<file path="config.mk">
export PLATFORM = sky130hd
export DESIGN_NAME = stats_seq_ctrl
export DESIGN_NICKNAME = d
export VERILOG_FILES = /design/src/rtl/stats_seq_ctrl.sv
export SDC_FILE = /design/constraint.sdc
export NUM_CORES = 1
export LEC_CHECK = 0
export BUFFER_PORTS_ARGS = -buffer_cell sky130_fd_sc_hd__buf_2
export CORE_MARGIN = 5
export CORE_UTILIZATION = 40
export DETAILED_ROUTE_END_ITERATION = 10
export SYNTH_ARGS = -nofsm -noshare
export SYNTH_HDL_FRONTEND = slang
export SYNTH_SLANG_ARGS = --single-unit
</file>
<file path="constraint.sdc">
create_clock -name CLK -period 3.2 [get_ports CLK]
set_clock_uncertainty 0.2 [all_clocks]
set_input_delay 0.32 -clock CLK [delete_from_list [all_inputs] [get_ports CLK]]
set_output_delay 0.32 -clock CLK [all_outputs]
set_load 0.02 [all_outputs]
</file>
<file path="src/rtl/stats_seq_ctrl.sv">
// Sequencer feeding an external 8-bit ALU to compute max/min/avg over N streamed samples.
// Optional STATS_SUM_SAT_EN: running sum saturates at 8'hFF instead of wrapping.
module stats_seq_ctrl #(
  parameter int DATA_W = 8,
  parameter int MAX_N  = 255
) (
  input  logic              CLK,
  input  logic              RST,
  input  logic              start,
  input  logic [7:0]        n_cnt,
  input  logic [DATA_W-1:0] in_data,
  input  logic              in_valid,
  output logic              in_ready,
  output logic [DATA_W-1:0] alu_op_A,
  output logic [DATA_W-1:0] alu_op_B,
  output logic [1:0]        alu_select,
  input  logic [DATA_W-1:0] alu_out,
  input  logic [DATA_W-1:0] alu_remainder,
  input  logic              alu_sign_flag,
  output logic [DATA_W-1:0] max_out,
  output logic [DATA_W-1:0] min_out,
  output logic [DATA_W-1:0] avg_out,
  output logic [DATA_W-1:0] avg_rem,
  output logic              busy,
  output logic              done,
  output logic              ovf,
  output logic              err,
  output logic [3:0]        state_dbg
);

  // Stream handshake: a sample transfers on a rising CLK edge where in_valid && in_ready;
  // in_ready is high only in WAIT_IN and in_valid is ignored in every other state.

  typedef enum logic [3:0] {
    S_IDLE, S_WAIT_IN, S_ADD_I, S_ADD_W, S_MAX_I, S_MAX_W,
    S_MIN_I, S_MIN_W, S_DIV_I, S_DIV_W, S_DONE
  } state_t;

  localparam logic [1:0] OP_ADD = 2'b00;
  localparam logic [1:0] OP_SUB = 2'b01;
  localparam logic [1:0] OP_DIV = 2'b10;
  localparam logic [1:0] OP_NOP = 2'b11;
  localparam logic [DATA_W-1:0] MIN_INIT = {1'b0, {(DATA_W-1){1'b1}}};

  state_t state, state_nx;

  logic [7:0]        n_r;
  logic [7:0]        k;
  logic [7:0]        k_inc;
  logic [DATA_W-1:0] acc;
  logic [DATA_W-1:0] max_r;
  logic [DATA_W-1:0] min_r;
  logic [DATA_W-1:0] sample_r;
  logic [DATA_W-1:0] op_a_nx;
  logic [DATA_W-1:0] op_b_nx;
  logic [1:0]        sel_nx;
  logic              bad_n;
  logic              sum_wrap;

  assign k_inc    = k + 8'd1;
  assign bad_n    = (n_cnt == 8'd0) || (int'(n_cnt) > MAX_N);
  assign sum_wrap = (alu_out < acc);

  assign in_ready  = (state == S_WAIT_IN);
  assign busy      = (state != S_IDLE) && (state != S_DONE);
  assign done      = (state == S_DONE);
  assign state_dbg = state;

  always_ff @(posedge CLK) begin
    if (RST) state <= S_IDLE;
    else     state <= state_nx;
  end

  always_comb begin
    state_nx = state;
    case (state)
      S_IDLE:    if (start) state_nx = bad_n ? S_DONE : S_WAIT_IN;
      S_WAIT_IN: if (in_valid) state_nx = in_data[DATA_W-1] ? S_DONE : S_ADD_I;
      S_ADD_I:   state_nx = S_ADD_W;
      S_ADD_W:   state_nx = S_MAX_I;
      S_MAX_I:   state_nx = S_MAX_W;
      S_MAX_W:   state_nx = S_MIN_I;
      S_MIN_I:   state_nx = S_MIN_W;
      S_MIN_W:   state_nx = (k_inc == n_r) ? S_DIV_I : S_WAIT_IN;
      S_DIV_I:   state_nx = S_DIV_W;
      S_DIV_W:   state_nx = S_DONE;
      S_DONE:    state_nx = S_IDLE;
      default:   state_nx = S_IDLE;
    endcase
  end

  // ALU operands are registered: they are chosen from the state being entered.
  always_comb begin
    op_a_nx = alu_op_A;
    op_b_nx = alu_op_B;
    sel_nx  = OP_NOP;
    case (state_nx)
      S_ADD_I, S_ADD_W: sel_nx = OP_ADD;
      S_MAX_I, S_MAX_W,
      S_MIN_I, S_MIN_W: sel_nx = OP_SUB;
      S_DIV_I, S_DIV_W: sel_nx = OP_DIV;
      default:          sel_nx = OP_NOP;
    endcase
    if (state_nx == S_ADD_I && state != S_ADD_I) begin
      op_a_nx = acc;
      op_b_nx = in_data;
    end
    if (state_nx == S_MAX_I && state != S_MAX_I) begin
      op_a_nx = sample_r;
      op_b_nx = max_r;
    end
    if (state_nx == S_MIN_I && state != S_MIN_I) begin
      op_a_nx = sample_r;
      op_b_nx = min_r;
    end
    if (state_nx == S_DIV_I && state != S_DIV_I) begin
      op_a_nx = acc;
      op_b_nx = n_r;
    end
  end

  always_ff @(posedge CLK) begin
    if (RST) begin
      alu_op_A   <= '0;
      alu_op_B   <= '0;
      alu_select <= OP_NOP;
    end else begin
      alu_op_A   <= op_a_nx;
      alu_op_B   <= op_b_nx;
      alu_select <= sel_nx;
    end
  end

  always_ff @(posedge CLK) begin
    if (RST) begin
      n_r      <= '0;
      k        <= '0;
      acc      <= '0;
      max_r    <= '0;
      min_r    <= MIN_INIT;
      sample_r <= '0;
      max_out  <= '0;
      min_out  <= '0;
      avg_out  <= '0;
      avg_rem  <= '0;
      ovf      <= 1'b0;
      err      <= 1'b0;
    end else begin
      case (state)
        S_IDLE: begin
          if (start) begin
            max_out <= '0;
            min_out <= '0;
            avg_out <= '0;
            avg_rem <= '0;
            ovf     <= 1'b0;
            err     <= bad_n;
            n_r     <= n_cnt;
            k       <= '0;
            acc     <= '0;
            max_r   <= '0;
            min_r   <= MIN_INIT;
          end
        end
        S_WAIT_IN: begin
          if (in_valid) begin
            sample_r <= in_data;
            if (in_data[DATA_W-1]) err <= 1'b1;
          end
        end
        S_ADD_W: begin
          if (sum_wrap) ovf <= 1'b1;
`ifdef STATS_SUM_SAT_EN
          // ovf already set means acc is pinned at all-ones for the rest of the run
          acc <= (sum_wrap || ovf) ? '1 : alu_out;
`else
          acc <= alu_out;
`endif
        end
        S_MAX_W: begin
          if (!alu_sign_flag && alu_out != '0) max_r <= sample_r;
        end
        S_MIN_W: begin
          if (alu_sign_flag) min_r <= sample_r;
          k <= k_inc;
        end
        S_DIV_W: begin
          avg_out <= alu_out;
          avg_rem <= alu_remainder;
          max_out <= max_r;
          min_out <= min_r;
        end
        default: ;
      endcase
    end
  end

endmodule

</file>
==> run summary <==
outcome - completed
post-synthesis area per instance - 7.72 µm²
worst hold start - alu_remainder[1]
combinational cell fraction of total power - 15.1%
async set-or-reset flop fraction in the synthesized netlist - 0%
worst hold path type - in2reg
diode count - 0
most common library cell in the layout ignoring fill and taps - sky130_fd_sc_hd__nand2_1
total clock buffers created by CTS - 9
sequential fraction of the synthesis area - 43.0%
post-synthesis net count - 673
post-route setup TNS - 0 ps
clock power share - 38.0%
Core ar. - 0.0120 mm²
worst-skew pair later-pin latency - 350 ps
Worst-path clk slew - 70 ps
count of unique library cells instantiated by Yosys - 43
largest net degree at the start of global routing - 81
Max IR drop VDD - 0.000196 V
Gates resized, CTS repair - 0
overall power consumption - 2.97 mW
RSZ-0062 raised after global routing - no
global-route wire length before repair - 22000 µm
GR Overflow Total - 0
total number of clock tree sinks - 104
kind of end point of the critical path - flop
Slew HR - 45.5%
antenna-violating nets left - 0
WL final - 13900 µm
CTS root buffer - sky130_fd_sc_hd__clkbuf_16
total instance count after detailed placement - 839
final instance count without filler cells - 862
number of cells traversed by the worst register-to-register path - 6
First-pass DRT Iterations - 5
height of the die - 120 µm
number of cell rows - 40
ports placed on the boundary - 96
leakage dissipation - 2.26 nW
number of buffers inserted for hold repair after clock tree synthesis - 7
setup slack of the worst register-to-register path - 560 ps
max cap viols - 0
Reg2Reg Launch Point - state_dbg[0]
minimum clock period - 2640 ps
CTS tree - done
initial standard-cell utilization of the core - 40.5%
Power Dens Cells - 511 mW/mm²
final number of setup-violating endpoints - 0
share of cells above drive strength 1 - 21.0%
count of final max-slew check failures - 0
highest-count cells in the layout ignoring fill and taps - sky130_fd_sc_hd__nand2_1 (111), sky130_fd_sc_hd__dfxtp_1 (104), sky130_fd_sc_hd__a21oi_1 (99), sky130_fd_sc_hd__buf_2 (94), sky130_fd_sc_hd__nor2_1 (60)
Placed Area - 0.00545 mm²
setup ws final - 561 ps
slew of the pin with the lowest slew margin - 818 ps
port bufs - 95
peak fanout along the critical path - 20
cell area after synthesis - 0.00485 mm²
main flop type after synthesis - sky130_fd_sc_hd__dfxtp_1
via/cell ratio - 5.39
number of DRC markers after the initial detailed-route iteration - 286
Post-CTS Setup Inserts - 0
overall track demand over capacity in global routing - 19.0%
worst flop-to-flop path endpoint - alu_op_A[1]
Arr. time, crit path - 2690 ps
CTS HTree Levels - 3
Min-Delay Path Depth - 3
cell type with the highest aggregate area in the netlist - sky130_fd_sc_hd__dfxtp_1
share of power burned in registers - 46.9%
detailed-placement wirelength estimate - 9930 µm
Critical Path RT - 3250 ps
Worst Setup Slack post-DPL - 609 ps
DRC violations left - 0
Max Clk Rate - 379 MHz
Post-layout nets - 755
global placer's final weighted congestion - 0.856
overall die area - 0.0144 mm²
endpoints failing hold - 0
vias post-DR - 4649
share of the clock period used by the worst path after layout - 82.5%
final instance area - 0.00582 mm²
cell count after synthesis - 628
worst-case hold path end point - avg_rem[1]
synth warn - 0
cell types with the largest area share after synthesis - sky130_fd_sc_hd__dfxtp_1 (43%), sky130_fd_sc_hd__a21oi_1 (10%), sky130_fd_sc_hd__nand2_1 (8.6%)
crit path launch type - flop
Internal Dissipation - 2.12 mW
Sw Share - 28.6%
vias in the first global route - 4273
Synth top area share - 43.0%
Area Overhead vs Synth - 20.0%
number of synthesized flops with an enable pin - 0
total of flip-flops plus latches after synthesis - 104
net load switching power - 850 µW
number of buffers between clock root and the deepest sink - 2
routed wirelength normalized by instance count - 16.1 µm
number of antenna violations at the first check in global routing - 0
Die Wd - 120 µm
Critical Setup Path Class - reg2reg
## layer usage
layer,track usage (%),vias up,share of wire (%)
met5,0,-,0
met4,8.88,0,3.0
met3,3.44,27,5.1
met2,29.0,143,45
met1,26.0,2149,47
li1,-,2330,-
## final cells by class
| class | count | area (µm²) |
|---|---|---|
| Inverter | 8 | 30.0 |
| Multi-Input combinational cell | 471 | 2570 |
| Sequential cell | 104 | 2080 |
| Tap cell | 147 | 184 |
| Fill cell | 1190 | 6140 |
| Timing Repair Buffer | 116 | 653 |
| Clock inverter | 4 | 52.6 |
| Clock buffer | 12 | 246 |
## power by group through the flow
stage               logic (mW)  registers [mW]  clock network (mW)
floorplan                0.286            1.42                   0
global placement         0.435            1.42                   0
detailed placement       0.441            1.42                   0
CTS                      0.450            1.39                1.15
global route             0.497            1.40                1.20
finish                   0.449            1.39                1.13
## worst max path at each step
stage,start,endpoint,depth (start not counted)
floorplan,k[0],alu_select[0],7
global placement,state_dbg[0],alu_op_A[4],6
detailed placement,state_dbg[0],alu_op_A[1],6
CTS,state_dbg[0],alu_op_A[3],6
global route,state_dbg[0],alu_op_A[3],6
finish,state_dbg[0],alu_op_A[1],6
## Yosys cell counts, types with 7 or more instances
cell type,instances
sky130_fd_sc_hd__a21oi_1,99
sky130_fd_sc_hd__o21ai_0,11
sky130_fd_sc_hd__nor2b_1,13
sky130_fd_sc_hd__mux2_2,8
sky130_fd_sc_hd__or2_2,9
sky130_fd_sc_hd__nand3_1,52
sky130_fd_sc_hd__nor3b_1,11
sky130_fd_sc_hd__clkbuf_1,38
sky130_fd_sc_hd__a311oi_1,8
sky130_fd_sc_hd__ha_1,8
sky130_fd_sc_hd__nor3_1,8
sky130_fd_sc_hd__nor2_1,61
sky130_fd_sc_hd__inv_1,8
sky130_fd_sc_hd__a211oi_1,11
sky130_fd_sc_hd__dfxtp_1,104
sky130_fd_sc_hd__xnor2_1,7
sky130_fd_sc_hd__nand2_1,111
sky130_fd_sc_hd__nor4_1,7
## flip-flops by register name (all words and copies together) (netlist names)
register / count
ovf: 1
max_r: 8
max_out: 8
alu_op_B: 8
avg_rem: 8
alu_select: 2
k: 8
alu_op_A: 8
acc: 8
avg_out: 8
min_r: 8
sample_r: 8
min_out: 8
n_r: 8
state_dbg: 4
err: 1
## cells by family (layout without fill, tap and decap cells)
logic type / after synthesis / after routing / synth area share, %
DFF: 104 / 104 / 43.0
AOI/OAI and AO/OA: 145 / 145 / 17.8
muxes: 8 / 8 / 1.86
adders and majority gates: 8 / 8 / 2.07
and+or+nand+nor: 298 / 298 / 28.9
xor gates and xnor gates: 12 / 12 / 2.17
buffers and inverters: 53 / 140 / 4.23
## per-stage QoR
step / hold WS (ps) / utilization, %
finish: 11.2 / 48.6
global route: 17.8 / 48.6
CTS: 2.59 / 48.6
detailed placement: 258 / 45.5
global placement: 250 / 45.5
floorplan: 246 / -
## critical path, stage by stage, from the launching register on
cell and delay [ps]:
sky130_fd_sc_hd__dfxtp_1 640, sky130_fd_sc_hd__nand2_1 210, sky130_fd_sc_hd__or3_1 650, sky130_fd_sc_hd__and2_1 370, sky130_fd_sc_hd__nand2_1 100, sky130_fd_sc_hd__a21oi_1 70, sky130_fd_sc_hd__mux2_2 290
Note: power is estimated with default switching activity, not from simulation.
